==> config.mk <==
export PLATFORM = sky130hd
export DESIGN_NAME = mac_product_sequencer
export DESIGN_NICKNAME = d
export VERILOG_FILES = /design/src/rtl/mac_pkg.sv /design/src/rtl/sat_mult.sv /design/src/rtl/mac_product_sequencer.sv
export SDC_FILE = /design/constraint.sdc
export NUM_CORES = 1
export LEC_CHECK = 0
export ABC_AREA = 1
export CAP_MARGIN = 20
export CELL_PAD_IN_SITES_DETAIL_PLACEMENT = 1
export CELL_PAD_IN_SITES_GLOBAL_PLACEMENT = 2
export CORE_MARGIN = 2
export CORE_UTILIZATION = 30
export DETAILED_ROUTE_END_ITERATION = 6
export PLACE_DENSITY = 0.95
export SLEW_MARGIN = 20
export SYNTH_ARGS = -nofsm -noshare
export SYNTH_HDL_FRONTEND = slang
export SYNTH_HIERARCHICAL = 1
export SYNTH_SLANG_ARGS = --single-unit
export TNS_END_PERCENT = 20
==> constraint.sdc <==
create_clock -name clk -period 10.3 [get_ports clk]
set_clock_uncertainty 0.15 [all_clocks]
set_input_delay 3.09 -clock clk [delete_from_list [all_inputs] [get_ports clk]]
set_output_delay 3.09 -clock clk [all_outputs]
set_load 0.02 [all_outputs]
==> src/rtl/mac_pkg.sv <==
// Shared MAC definitions: sequencer state encoding and saturation bounds.
package mac_pkg;

  typedef enum logic [2:0] {
    IDLE,
    CLEAR,
    STREAM,
    FLUSH,
    SETTLE,
    CAPTURE
  } mac_state_e;

  function automatic int sat_max(input int w);
    return (1 << (w - 1)) - 1;
  endfunction

  function automatic int sat_min(input int w);
    return -(1 << (w - 1));
  endfunction

endpackage

==> src/rtl/sat_mult.sv <==
// Combinational signed multiply, full-precision product clamped to DATA_WIDTH.
// Zero latency, no flow control.
module sat_mult
  import mac_pkg::*;
#(
  parameter int DATA_WIDTH = 4
) (
  input  logic [DATA_WIDTH-1:0] a,
  input  logic [DATA_WIDTH-1:0] b,
  output logic [DATA_WIDTH-1:0] y
);

  localparam int PW = 2 * DATA_WIDTH;
  localparam logic signed [PW-1:0] PMAX = PW'(sat_max(DATA_WIDTH));
  localparam logic signed [PW-1:0] PMIN = PW'(sat_min(DATA_WIDTH));

  logic signed [PW-1:0] a_ext;
  logic signed [PW-1:0] b_ext;
  logic signed [PW-1:0] prod;

  always_comb begin
    a_ext = $signed({{DATA_WIDTH{a[DATA_WIDTH-1]}}, a});
    b_ext = $signed({{DATA_WIDTH{b[DATA_WIDTH-1]}}, b});
    prod  = a_ext * b_ext;
    if (prod > PMAX) begin
      y = PMAX[DATA_WIDTH-1:0];
    end else if (prod < PMIN) begin
      y = PMIN[DATA_WIDTH-1:0];
    end else begin
      y = prod[DATA_WIDTH-1:0];
    end
  end

endmodule

==> src/rtl/mac_product_sequencer.sv <==
// Feeds N+1 saturated products plus one flush beat into the accumulator, then captures its result.
// acc_data is one cycle after each handshake; in_ready is high only while streaming.
module mac_product_sequencer
  import mac_pkg::*;
#(
  parameter int DATA_WIDTH = 4
) (
  input  logic                  clk,
  input  logic                  rstn,
  input  logic                  start,
  input  logic [7:0]            number_iterations,
  input  logic                  in_valid,
  output logic                  in_ready,
  input  logic [DATA_WIDTH-1:0] in_a,
  input  logic [DATA_WIDTH-1:0] in_b,
  output logic                  acc_rstn,
  output logic                  acc_start,
  output logic [DATA_WIDTH-1:0] acc_data,
  input  logic [DATA_WIDTH+2:0] acc_result,
  output logic [DATA_WIDTH+2:0] result_out,
  output logic                  result_valid,
  output logic                  busy
);

  mac_state_e state;
  mac_state_e next;

  logic [7:0]            n_q;
  logic [8:0]            issued;
  logic                  hs;
  logic [DATA_WIDTH-1:0] sat_prod;

  sat_mult #(.DATA_WIDTH(DATA_WIDTH)) u_sat_mult (
    .a (in_a),
    .b (in_b),
    .y (sat_prod)
  );

  always_ff @(posedge clk) begin
    if (!rstn) begin
      state <= IDLE;
    end else begin
      state <= next;
    end
  end

  always_comb begin
    next     = state;
    in_ready = 1'b0;
    busy     = 1'b1;
    acc_rstn = rstn;
    hs       = 1'b0;
    case (state)
      IDLE: begin
        busy = 1'b0;
        if (start) next = CLEAR;
      end
      CLEAR: begin
        acc_rstn = 1'b0;
        next     = STREAM;
      end
      STREAM: begin
        in_ready = 1'b1;
        hs       = in_valid;
        // issued still holds the pre-increment count, so N means this beat is the (N+1)th
        if (in_valid && (issued == {1'b0, n_q})) next = FLUSH;
      end
      FLUSH:   next = SETTLE;
      SETTLE:  next = CAPTURE;
      CAPTURE: next = IDLE;
      default: next = IDLE;
    endcase
  end

  always_ff @(posedge clk) begin
    if (!rstn) begin
      n_q    <= '0;
      issued <= '0;
    end else begin
      if (state == IDLE && start) n_q <= number_iterations;
      if (state == CLEAR) begin
        issued <= '0;
      end else if (hs) begin
        issued <= issued + 9'd1;
      end
    end
  end

  // The flush beat lets the accumulator fold its last pending product
  always_ff @(posedge clk) begin
    if (!rstn) begin
      acc_start <= 1'b0;
      acc_data  <= '0;
    end else if (hs) begin
      acc_start <= 1'b1;
      acc_data  <= sat_prod;
    end else if (state == FLUSH) begin
      acc_start <= 1'b1;
      acc_data  <= '0;
    end else begin
      acc_start <= 1'b0;
      acc_data  <= '0;
    end
  end

  always_ff @(posedge clk) begin
    if (!rstn) begin
      result_out   <= '0;
      result_valid <= 1'b0;
    end else begin
      result_valid <= (state == CAPTURE);
      if (state == CAPTURE) result_out <= acc_result;
    end
  end

endmodule

== Yosys cells after proc, flatten, opt, wreduce, memory -nomap -nowiden ==
Cells that the tools add are included.

* Logic and storage cells: 40
* Input port bits: 27
* Output and inout port bits: 16
* Register bits: 33

* Muxes and demuxes: 11
* Order comparisons: 2
* Add/sub/neg operators: 1
* Reduce and logical (&&, ||, !) cells: 7
* Bitwise operators: 2
* $mul: 1
* Eq/ne operators: 8

{| class="wikitable"
|+ Operators with widths
! operator !! count
|-
| one-hot mux 3 bit (5 select lines) || 1
|-
| adder 9 x 1 -> 9 bit (second input constant) || 1
|-
| equality test 9 x 8 -> 1 bit || 1
|-
| 2-to-1 mux 3 bit || 3
|-
| greater-than comparator 8 x 4 -> 1 bit (second input constant) || 1
|-
| less-than comparator 8 x 4 -> 1 bit (second input constant) || 1
|-
| multiplier 4 x 4 -> 8 bit || 1
|-
| equality test 3 x 2 -> 1 bit (second input constant) || 2
|-
| equality test 3 bit (second input constant) || 2
|-
| 2-to-1 mux 1 bit || 6
|-
| 2-to-1 mux 4 bit || 1
|-
| inequality test 2 bit (second input constant) || 2
|-
| AND reduction 2 bit || 2
|-
| equality test 3 x 1 -> 1 bit (second input constant) || 1
|-
| zero test 3 bit || 1
|-
| OR reduction 3 bit || 1
|-
| logical AND 1 bit || 2
|-
| NOT 1 bit || 2
|-
| OR reduction 2 bit || 1
|}

== Depth between registers and ports, before layout ==
Gate-level depths: netlist of the first run.

* Depth after elaboration: 4
* Gate-level depth with buffers: 21
* Mapped depth without buffers: 21

== By module ==
Netlist of the first run, hierarchy kept.

{| class="wikitable"
|+ Modules (own cells, without submodules)
! module !! cells an instance !! sequential area each (um^2) !! times used !! area each (um^2)
|-
| mac_product_sequencer || 201 || 660.6 || 1 || 1,451.4
|-
| sat_mult || 106 || 0.0 || 1 || 704.4
|}

== Least setup slack after synthesis of the first run ==
No wires, ideal clock.

* Path kind: input to output
* Start: in rstn
* End: out acc_rstn
* Cell stages on the path: 3
* Setup slack: 3.574 ns
* Arrival: 3.486 ns
* Required time: 7.060 ns
* Path buffers: 1
* Cells stage by stage: buf_6 nand2_1 inv_1

* Longest elaborated chain between the ends: 1

{| class="wikitable"
|+ RTL lines
! item !! RTL line !! source
|-
| start, declared || mac_product_sequencer.sv:9 || <nowiki>input logic rstn,</nowiki>
|-
| 2-to-1 mux 1 bit || mac_product_sequencer.sv:53 || <nowiki>case (state)</nowiki>
|-
| end, declared || mac_product_sequencer.sv:16 || <nowiki>output logic acc_rstn,</nowiki>
|}

No other way between the ends.

== Final worst setup path of the first run ==
Same ends and word-level chain as after synthesis.

==> results of run 1 <==
[synth_stat cells, drive strengths merged, types with 3 or more instances]
| cell | number |
|---|---|
| buf | 3 |
| o21ai | 23 |
| dfxtp | 33 |
| nor3 | 4 |
| inv | 65 |
| nand2 | 81 |
| nand3 | 13 |
| a21oi | 29 |
| nor2 | 24 |
| fa | 9 |
| ha | 13 |
[area by class of cell]
class                           count  area [um2]
Clock buffer                        7       86.33
Fill cell                         894        4119
Inverter                           66       249.0
Multi-Input combinational cell    204        1214
Sequential cell                    33       660.6
Tap cell                           96       120.1
Timing Repair Buffer               42       420.4
[cells by family after synthesis]
| kind of cell | synth area share |
|---|---|
| buffers and inverters | 0.1306 |
| AND/OR/NAND/NOR | 0.2687 |
| adder cells (fa/ha/maj) | 0.1590 |
| flip-flops | 0.3064 |
| XOR/XNOR | 0.004063 |
| AO/OA/AOI/OAI | 0.1312 |
[power groups by stage]
stage	Sequential (mW)	Combinational [mW]	Clock, mW
after global routing	0.144	0.157	0.107
after CTS	0.143	0.139	0.101
final	0.143	0.135	0.0968
after floorplan	0.146	0.0961	0
after global placement	0.145	0.132	0
after detailed placement	0.145	0.138	0
[registers in the layout, indices dropped and copies added, names as in the netlist]
name	flops
result_valid	1
state	3
result_out	7
n_q	8
acc_start	1
acc_data	4
issued	9
[final timing paths]
path / slack (ps) / depth (start not counted) / from / end
max: 1980 / 4 / rstn / acc_rstn
min: 300 / 2 / result_out[3] / result_out[3]
max reg2reg: 8770 / 3 / state[0] / result_out[0]
min reg2reg: 300 / 2 / result_out[3] / result_out[3]
[per-stage QoR]
| stage | std cells | utilization | hold slack (ps) | instance area (um2) |
|---|---|---|---|---|
| after floorplan | 307 | - | 291.4 | 2156 |
| after global placement | 441 | 0.3878 | 285.9 | 2664 |
| after detailed placement | 441 | 0.3878 | 292.6 | 2664 |
| after CTS | 448 | 0.4004 | 302.2 | 2750 |
| after global routing | 448 | 0.4004 | 328.6 | 2750 |
| final | 448 | 0.4004 | 298.4 | 2750 |
[worst max-delay path: cells and delay by family]
kind | cells | cell delay [ps]
AND/OR/NAND/NOR | 1 | 220
buffers and inverters | 3 | 1770
[per-layer routing]
metal  global-route usage  vias to the layer above  wire [um]  share of wire
met4              0.04545                        0        101          0.019
met1               0.1750                      930       2333           0.44
met3              0.03172                        8        158          0.030
li1                     -                     1037          -              -
met2               0.2564                       27       2658           0.51
met5                    0                        -          0              0
==> impl_metrics.csv, run 1 <==
group,metric,value,unit
route,ant_nets,0,
job,cap_violations,0,
pwr,switching_share,0.3463,
clocking,clock-sinks,33,
pwr,cellPowerDensity,136.3,nW/um2
clocking,root_buffer,"clkbuf_8",
synthesis,synthArstFlopShare,0,
setup_path,critPathMaxFanout,19,
synthesis,avgSynthCellArea,7.022,um2
cells_and_area,drive_above_1_share,0.07386,
sta,hold_viol_final,0,
route,wirelength,5251,um
sta,rsz0062_at_grt,"false",
pwr,vdd_ir_drop_max,0.06675,mV
cells_and_area,n_antenna_cell,0,
route,viasPerCell,4.469,
setup_path,cp-start-kind,"input pin",
setup_path,slowest_delay,920,ps
setup_path,criticalPathCategory,"in2out",
setup_path,cp-end-kind,"primary output",
sta,slew_violations,0,
floorplan,die_y,88.77,um
place,portBuffers,42,
synthesis,synth-seq-area-share,0.3064,
place,dp_worst_setup_slack,1964,ps
sta,max_freq,120.2,MHz
route,drt_iter0_drc,39,
cells_and_area,syn_to_final_growth,27.57,%
global_route,track_usage,0.1452,
hold_path,hold_class,"reg2reg",
route,wl_per_cell,11.72,um
floorplan,core_area,6869,um2
cells_and_area,layout_commonest_cell,"nand2_1",
cells_and_area,final_net_count,401,
synthesis,synthTopCellsByArea,"dfxtp_1 (31%), nand2_1 (13%), inv_1 (11%), fa_1 (8.4%), ha_1 (7.5%)",
clocking,cts.clk_slew.worst_paths,60,ps
clocking,worstSkewPairLatency,280,ps
pwr,p_sw,0.1298,mW
place,gp_congestion,0.8071,
global_route,grt_max_degree,20,
synthesis,yosys_warnings,6,
synthesis,syn_inst,307,
clocking,cts_tree,"yes",
setup_path,cp_common_cell,"clkdlybuf4s50_1",
floorplan,start_util,0.3138,
global_route,first_global_vias,2054,
synthesis,syn_area,2156,um2
synthesis,yosysTopAreaCellShare,0.3064,
sta,period_share,0.8080,
clocking,htreeDepth,2,
global_route,grt_antenna_before_repair,0,
setup_path,required,7060,ps
setup_path,path_cells,"clkdlybuf4s50_1 -> nand2_1 -> inv_1 -> clkdlybuf4s50_1",
floorplan,die_w,88.77,um
pwr,p_total,0.3747,mW
global_route,grt_pass1_wl,8963,um
clocking,cts-resized-gates,0,
synthesis,ys.flop_type,"dfxtp_1",
route,dr.pass1.iters,3,
place,dp_hpwl,4321,um
pwr,pwr-share-seq,0.381,
clocking,cts_buffer_depth,2,
sta,relSlewSlack,0.5291,
sta,worst_slack,1977,ps
cells_and_area,layout_common_cells,"nand2_1 (74), inv_1 (63), clkdlybuf4s50_1 (42)",
route,route.detailed.drc,0,
synthesis,synth-seq-cells,33,
global_route,gr-total-overflow,0,
clocking,postCtsHoldBufs,0,
floorplan,num_rows,30,
synthesis,synth.distinct_cells,31,
sta,worstMarginPinSlew,704.1,ps
pwr,p_clk_frac,0.258,
clocking,cts_made_buffers,5,
setup_path,crit_arrival,5080,ps
clocking,cts_setup_buffers,0,
sta,fin_crit,8323,ps
sta,tns,0,ps
synthesis,synth_edf_count,0,
setup_path,cp_slowest_cell,"clkdlybuf4s50_1",
synthesis,yosysTopAreaCell,"dfxtp_1",
floorplan,die-area,7880,um2
status,status,"completed",
synthesis,synth_fp_nets,356,
pwr,combPwrFrac,0.361,
route,vias,2002,
floorplan,io_pins,43,
sta,finalSetupViolations,0,
pwr,p_leak,1.283,nW
pwr,p_int,0.2449,mW
(Power assumes the default switching activity.)
==> inputs of run 2 (changes only) <==
--- a/config.mk
+++ b/config.mk
@@ -10,9 +10,9 @@
 export CELL_PAD_IN_SITES_DETAIL_PLACEMENT = 1
 export CELL_PAD_IN_SITES_GLOBAL_PLACEMENT = 2
 export CORE_MARGIN = 2
-export CORE_UTILIZATION = 30
+export CORE_UTILIZATION = 28
 export DETAILED_ROUTE_END_ITERATION = 6
-export PLACE_DENSITY = 0.95
+export PLACE_DENSITY = 0.9
 export SLEW_MARGIN = 20
 export SYNTH_ARGS = -nofsm -noshare
 export SYNTH_HDL_FRONTEND = slang
==> constraint.sdc (replaced) <==
create_clock -name clk -period 8.5 [get_ports clk]
set_clock_uncertainty 0.15 [all_clocks]
set_input_delay 2.55 -clock clk [delete_from_list [all_inputs] [get_ports clk]]
set_output_delay 2.55 -clock clk [all_outputs]
set_load 0.02 [all_outputs]
==> run 2 against run 1 <==
Effect of this change: hold slack hardly changed; count of clock-buffer cells in the layout stayed put; largest cell class unchanged; via count is 2.0% lower; combinational power is 21% higher; design area is 1.5% higher; flip-flop and latch count stayed put; critical path type unchanged.
==> impl_metrics.csv, run 2 (synthesis gave the netlist of run 1 again) <==
group,metric,value,unit
status,status,"completed",
route,wl_met3,138,um
clocking,postCtsHoldBufs,0,
global_route,gr-total-overflow,0,
place,portBuffers,42,
place,dp_cells,445,
place,gp_congestion,0.7820,
setup_path,reg2reg_to,"n_q[0]",
cells_and_area,nFillCells,953,
setup_path,crit_arrival,4240,ps
clocking,cts_buffer_depth,2,
hold_path,min_to,"result_out[4]",
cells_and_area,layout_commonest_cell,"nand2_1",
route,route.detailed.drc,0,
cells_and_area,final_net_count,402,
cells_and_area,top_regs,"issued: 9 flops, n_q: 8 flops, result_out: 7 flops",
cells_and_area,layoutNonFillerInstCount,453,
cells_and_area,regArea,660.6,um2
cells_and_area,design_area,2791,um2
global_route,first_global_vias,2124,
hold_path,whs_path_depth,2,
sta,worstMarginPinSlew,479.7,ps
global_route,grt_max_degree,20,
clocking,htreeDepth,2,
cells_and_area,n_antenna_cell,0,
place,place_area,2675,um2
sta,fin_crit,6937,ps
route,met1Wirelength,2469,um
clocking,root_buffer,"clkbuf_8",
route,drt_iter0_drc,36,
sta,tns,0,ps
floorplan,die_y,91.75,um
clocking,cts-resized-gates,0,
floorplan,num_rows,31,
sta,max_freq,144.2,MHz
sta,finalSetupViolations,0,
setup_path,cp_slowest_cell,"clkdlybuf4s50_1",
sta,relSlewSlack,0.6793,
pwr,vdd_ir_drop_max,0.05329,mV
global_route,track_usage,0.1369,
route,viasPerCell,4.331,
cells_and_area,syn_to_final_growth,29.48,%
setup_path,path_cells,"clkdlybuf4s50_1 -> buf_4 -> nand2_1 -> inv_1 -> clkdlybuf4s50_1",
route,wl_met2,2588,um
floorplan,die_w,91.75,um
route,vias,1962,
floorplan,die-area,8417,um2
job,cap_violations,0,
place,dp_hpwl,4247,um
route,wirelength,5262,um
setup_path,cp-start-kind,"input pin",
global_route,grt_antenna_before_repair,0,
setup_path,critPathMaxFanout,19,
route,ant_nets,0,
cells_and_area,drive_above_1_share,0.07910,
clocking,clock-sinks,33,
route,dr.pass1.iters,4,
cells_and_area,layout_common_cells,"nand2_1 (74), inv_1 (63), clkdlybuf4s50_1 (42)",
sta,slew_violations,0,
route,wl_per_cell,11.62,um
setup_path,criticalPathCategory,"in2out",
sta,period_share,0.8161,
route,topRoutingLayerUsed,"met4",
sta,rsz0062_at_grt,"false",
clocking,cts.clk_slew.worst_paths,80,ps
sta,hold_viol_final,0,
floorplan,start_util,0.2925,
setup_path,reg2reg_slack,6950,ps
global_route,grt_pass1_wl,9466,um
cells_and_area,multi_input_area,1214,um2
clocking,cts_made_buffers,5,
floorplan,io_pins,43,
setup_path,r2r-start,"state[0]",
setup_path,required,5800,ps
clocking,cts_tree,"yes",
pwr,p_leak,1.302,nW
clocking,cts_setup_buffers,0,
setup_path,cp-end-kind,"primary output",
hold_path,hold_start,"result_out[4]",
setup_path,worst_r2r_path_depth,6,
setup_path,cp-startpoint,"rstn",
setup_path,slowest_delay,640,ps
cells_and_area,largest_reg_flops,9,
pwr,cellPowerDensity,176.3,nW/um2
floorplan,core_area,7370,um2
clocking,worstSkewPairLatency,290,ps
hold_path,hold_class,"reg2reg",
cells_and_area,top_register,"issued",
setup_path,cp_common_cell,"clkdlybuf4s50_1",
[run 2: layout make-up]
cell class	instances	area share
Clock buffer	7	0.03093
Inverter	66	0.08920
Multi-Input combinational cell	204	0.4348
Sequential cell	33	0.2367
Tap cell	99	0.04437
Clock inverter	1	0.01076
Timing Repair Buffer	43	0.1533
[run 2: stage by stage]
stage	setup slack (ps)	utilization	total power, mW	hold slack (ps)
after floorplan	2611	-	0.2932	291.4
after global placement	1617	0.3630	0.3377	282.8
after detailed placement	1575	0.3630	0.3421	289.5
after CTS	1555	0.3788	0.4988	301.2
after global routing	1466	0.3788	0.5337	332.2
final	1563	0.3788	0.4920	298.0
[run 2: power breakdown]
part	switching, mW	leakage [nW]	total [mW]	internal (mW)
clock network	0.0602	0.0585	0.156	0.0956
logic	0.0964	0.975	0.164	0.0673
registers	0.00712	0.268	0.172	0.165
total	0.164	1.30	0.492	0.328
[run 2: worst max path at each step]
stage	end	slack (ps)
2_1_floorplan	acc_data[0]	2610
6_report	acc_rstn	1560
5_1_grt	acc_rstn	1470
3_5_place_dp	acc_rstn	1580
3_3_place_gp	acc_rstn	1620
4_1_cts	acc_rstn	1550
[run 2: metal layers]
| metal | vias to the layer above | track usage |
|---|---|---|
| li1 | 1035 | - |
| met4 | 0 | 0.03358 |
| met1 | 888 | 0.1811 |
| met3 | 9 | 0.02712 |
| met2 | 30 | 0.2292 |
| met5 | - | 0 |
[run 2: worst max-delay path: cells and delay by family]
kind,cells,cell delay [ps]
and+or+nand+nor,1,160
buffers and inverters,4,1520
==> inputs of run 3 (changes only) <==
==> constraint.sdc (replaced) <==
create_clock -name clk -period 7 [get_ports clk]
set_clock_uncertainty 0.15 [all_clocks]
set_input_delay 2.1 -clock clk [delete_from_list [all_inputs] [get_ports clk]]
set_output_delay 2.1 -clock clk [all_outputs]
set_load 0.02 [all_outputs]
==> run 3 against run 2 <==
Effect of this change: sequential power rose by 22%; first-iteration DRC count rose by 14%; combinational power rose by 23%; global-route usage barely moved; utilization did not move; critical path type unchanged; critical path depth did not move; flip-flop and latch count did not move; via count rose by 1.1%; routed wire length rose by 2.4%; worst setup slack got worse by 620 ps; critical endpoint unchanged; power rose by 22%.
==> impl_metrics.csv, run 3 (synthesis gave the netlist of run 1 again) <==
group,metric,value,unit
status,status,"completed",
clocking,cts_setup_buffers,0,
clocking,cts_buffer_depth,2,
setup_path,reg2reg_slack,5450,ps
setup_path,worst_r2r_path_depth,3,
place,dp_cells,445,
route,wl_per_cell,11.90,um
clocking,htreeDepth,2,
cells_and_area,top_regs,"issued: 9 flops, n_q: 8 flops, result_out: 7 flops",
pwr,p_leak,1.302,nW
sta,worstMarginPinSlew,511.8,ps
pwr,vdd_ir_drop_max,0.06937,mV
clocking,root_buffer,"clkbuf_8",
setup_path,cp_slowest_cell,"clkdlybuf4s50_1",
route,route.detailed.drc,0,
floorplan,start_util,0.2925,
clocking,cts_tree,"yes",
setup_path,cp_top_family,"buffers and inverters",
place,place_area,2675,um2
cells_and_area,top_register,"issued",
clocking,clock-sinks,33,
hold_path,hold_class,"reg2reg",
route,vias,1984,
route,ant_nets,0,
floorplan,die-area,8417,um2
global_route,first_global_vias,2109,
setup_path,cp_common_cell,"clkdlybuf4s50_1",
cells_and_area,layout_common_cells,"nand2_1 (74), inv_1 (63), clkdlybuf4s50_1 (42)",
sta,hold_viol_final,0,
setup_path,path_cells,"clkdlybuf4s50_1 -> buf_4 -> nand2_1 -> inv_1 -> clkdlybuf4s50_1",
pwr,cellPowerDensity,214.3,nW/um2
sta,tns,0,ps
hold_path,whs_path_depth,2,
clocking,cts.clk_slew.worst_paths,70,ps
cells_and_area,final_net_count,402,
floorplan,die_y,91.75,um
sta,rsz0062_at_grt,"false",
setup_path,cp-end-kind,"primary output",
floorplan,num_rows,31,
sta,period_share,0.8649,
setup_path,path_buf_inv,4,
place,dp_hpwl,4465,um
cells_and_area,drive_above_1_share,0.07910,
clocking,cts_made_buffers,5,
hold_path,min_to,"result_out[6]",
clocking,postCtsHoldBufs,0,
sta,fin_crit,6054,ps
setup_path,slowest_delay,650,ps
floorplan,die_w,91.75,um
global_route,grt_max_degree,20,
cells_and_area,largest_reg_flops,9,
setup_path,required,4750,ps
route,drt_iter0_drc,41,
cells_and_area,layout_commonest_cell,"nand2_1",
setup_path,crit_arrival,3800,ps
sta,slew_violations,0,
global_route,grt_antenna_before_repair,0,
setup_path,cp-start-kind,"input pin",
clocking,cts-resized-gates,0,
cells_and_area,design_area,2791,um2
clocking,worstSkewPairLatency,280,ps
cells_and_area,n_antenna_cell,0,
sta,hold_slack,296.8,ps
sta,finalSetupViolations,0,
hold_path,hold_start,"result_out[6]",
job,cap_violations,0,
global_route,grt_pass1_wl,9377,um
route,wirelength,5390,um
pwr,p_total,0.5982,mW
global_route,track_usage,0.1373,
route,viasPerCell,4.380,
place,gp_congestion,0.7773,
global_route,gr-total-overflow,0,
sta,max_freq,165.2,MHz
cells_and_area,multi_input_area,1214,um2
setup_path,reg2reg_to,"result_out[4]",
setup_path,criticalPathCategory,"in2out",
setup_path,critPathMaxFanout,19,
cells_and_area,layoutNonFillerInstCount,453,
cells_and_area,nFillCells,924,
cells_and_area,syn_to_final_growth,29.48,%
cells_and_area,regArea,660.6,um2
floorplan,core_area,7370,um2
route,dr.pass1.iters,4,
floorplan,io_pins,43,
setup_path,r2r-start,"state[0]",
sta,relSlewSlack,0.6579,
place,portBuffers,42,
## run 3: final cells by class
| cell class | instances | area share |
|---|---|---|
| clock buffers | 7 | 0.03093 |
| clock inverters | 1 | 0.01076 |
| inverters | 66 | 0.08920 |
| multi-input cells | 204 | 0.4348 |
| flip-flops and latches | 33 | 0.2367 |
| well taps | 99 | 0.04437 |
| repair buffers | 43 | 0.1533 |
## run 3: worst max path at each step
stage	from	endpoint	cells past startpoint
CTS	rstn	acc_rstn	5
global placement	in_b[3]	acc_data[0]	19
global route	in_b[3]	acc_data[2]	20
finish	rstn	acc_rstn	5
floorplan	in_b[3]	acc_data[0]	18
detailed placement	in_b[3]	acc_data[1]	19
## run 3: per-stage QoR
stage / setup WS [ps] / util
2_1_floorplan: 1561 / -
3_3_place_gp: 895.8 / 0.3630
3_5_place_dp: 740.5 / 0.3630
4_1_cts: 921.1 / 0.3788
5_1_grt: 758.2 / 0.3788
6_report: 945.8 / 0.3788
## run 3: where the power goes
| part | switching, mW | leakage (nW) | internal [mW] |
|---|---|---|---|
| registers | 0.00903 | 0.268 | 0.201 |
| clock network | 0.0700 | 0.0585 | 0.116 |
| logic | 0.119 | 0.975 | 0.0833 |
## run 3: worst reg2reg max path: stages, from the launching register on
cell and delay (ps):
dfxtp_1 470, nand3_1 430, o21ai_0 320, a21oi_1 60
## run 3: routing by layer
metal | vias to the layer above | GRT usage | share of wire
li1 | 1036 | - | -
met1 | 915 | 0.1641 | 0.46
met2 | 25 | 0.2457 | 0.50
met3 | 8 | 0.03122 | 0.029
met4 | 0 | 0.03856 | 0.015
met5 | - | 0 | 0
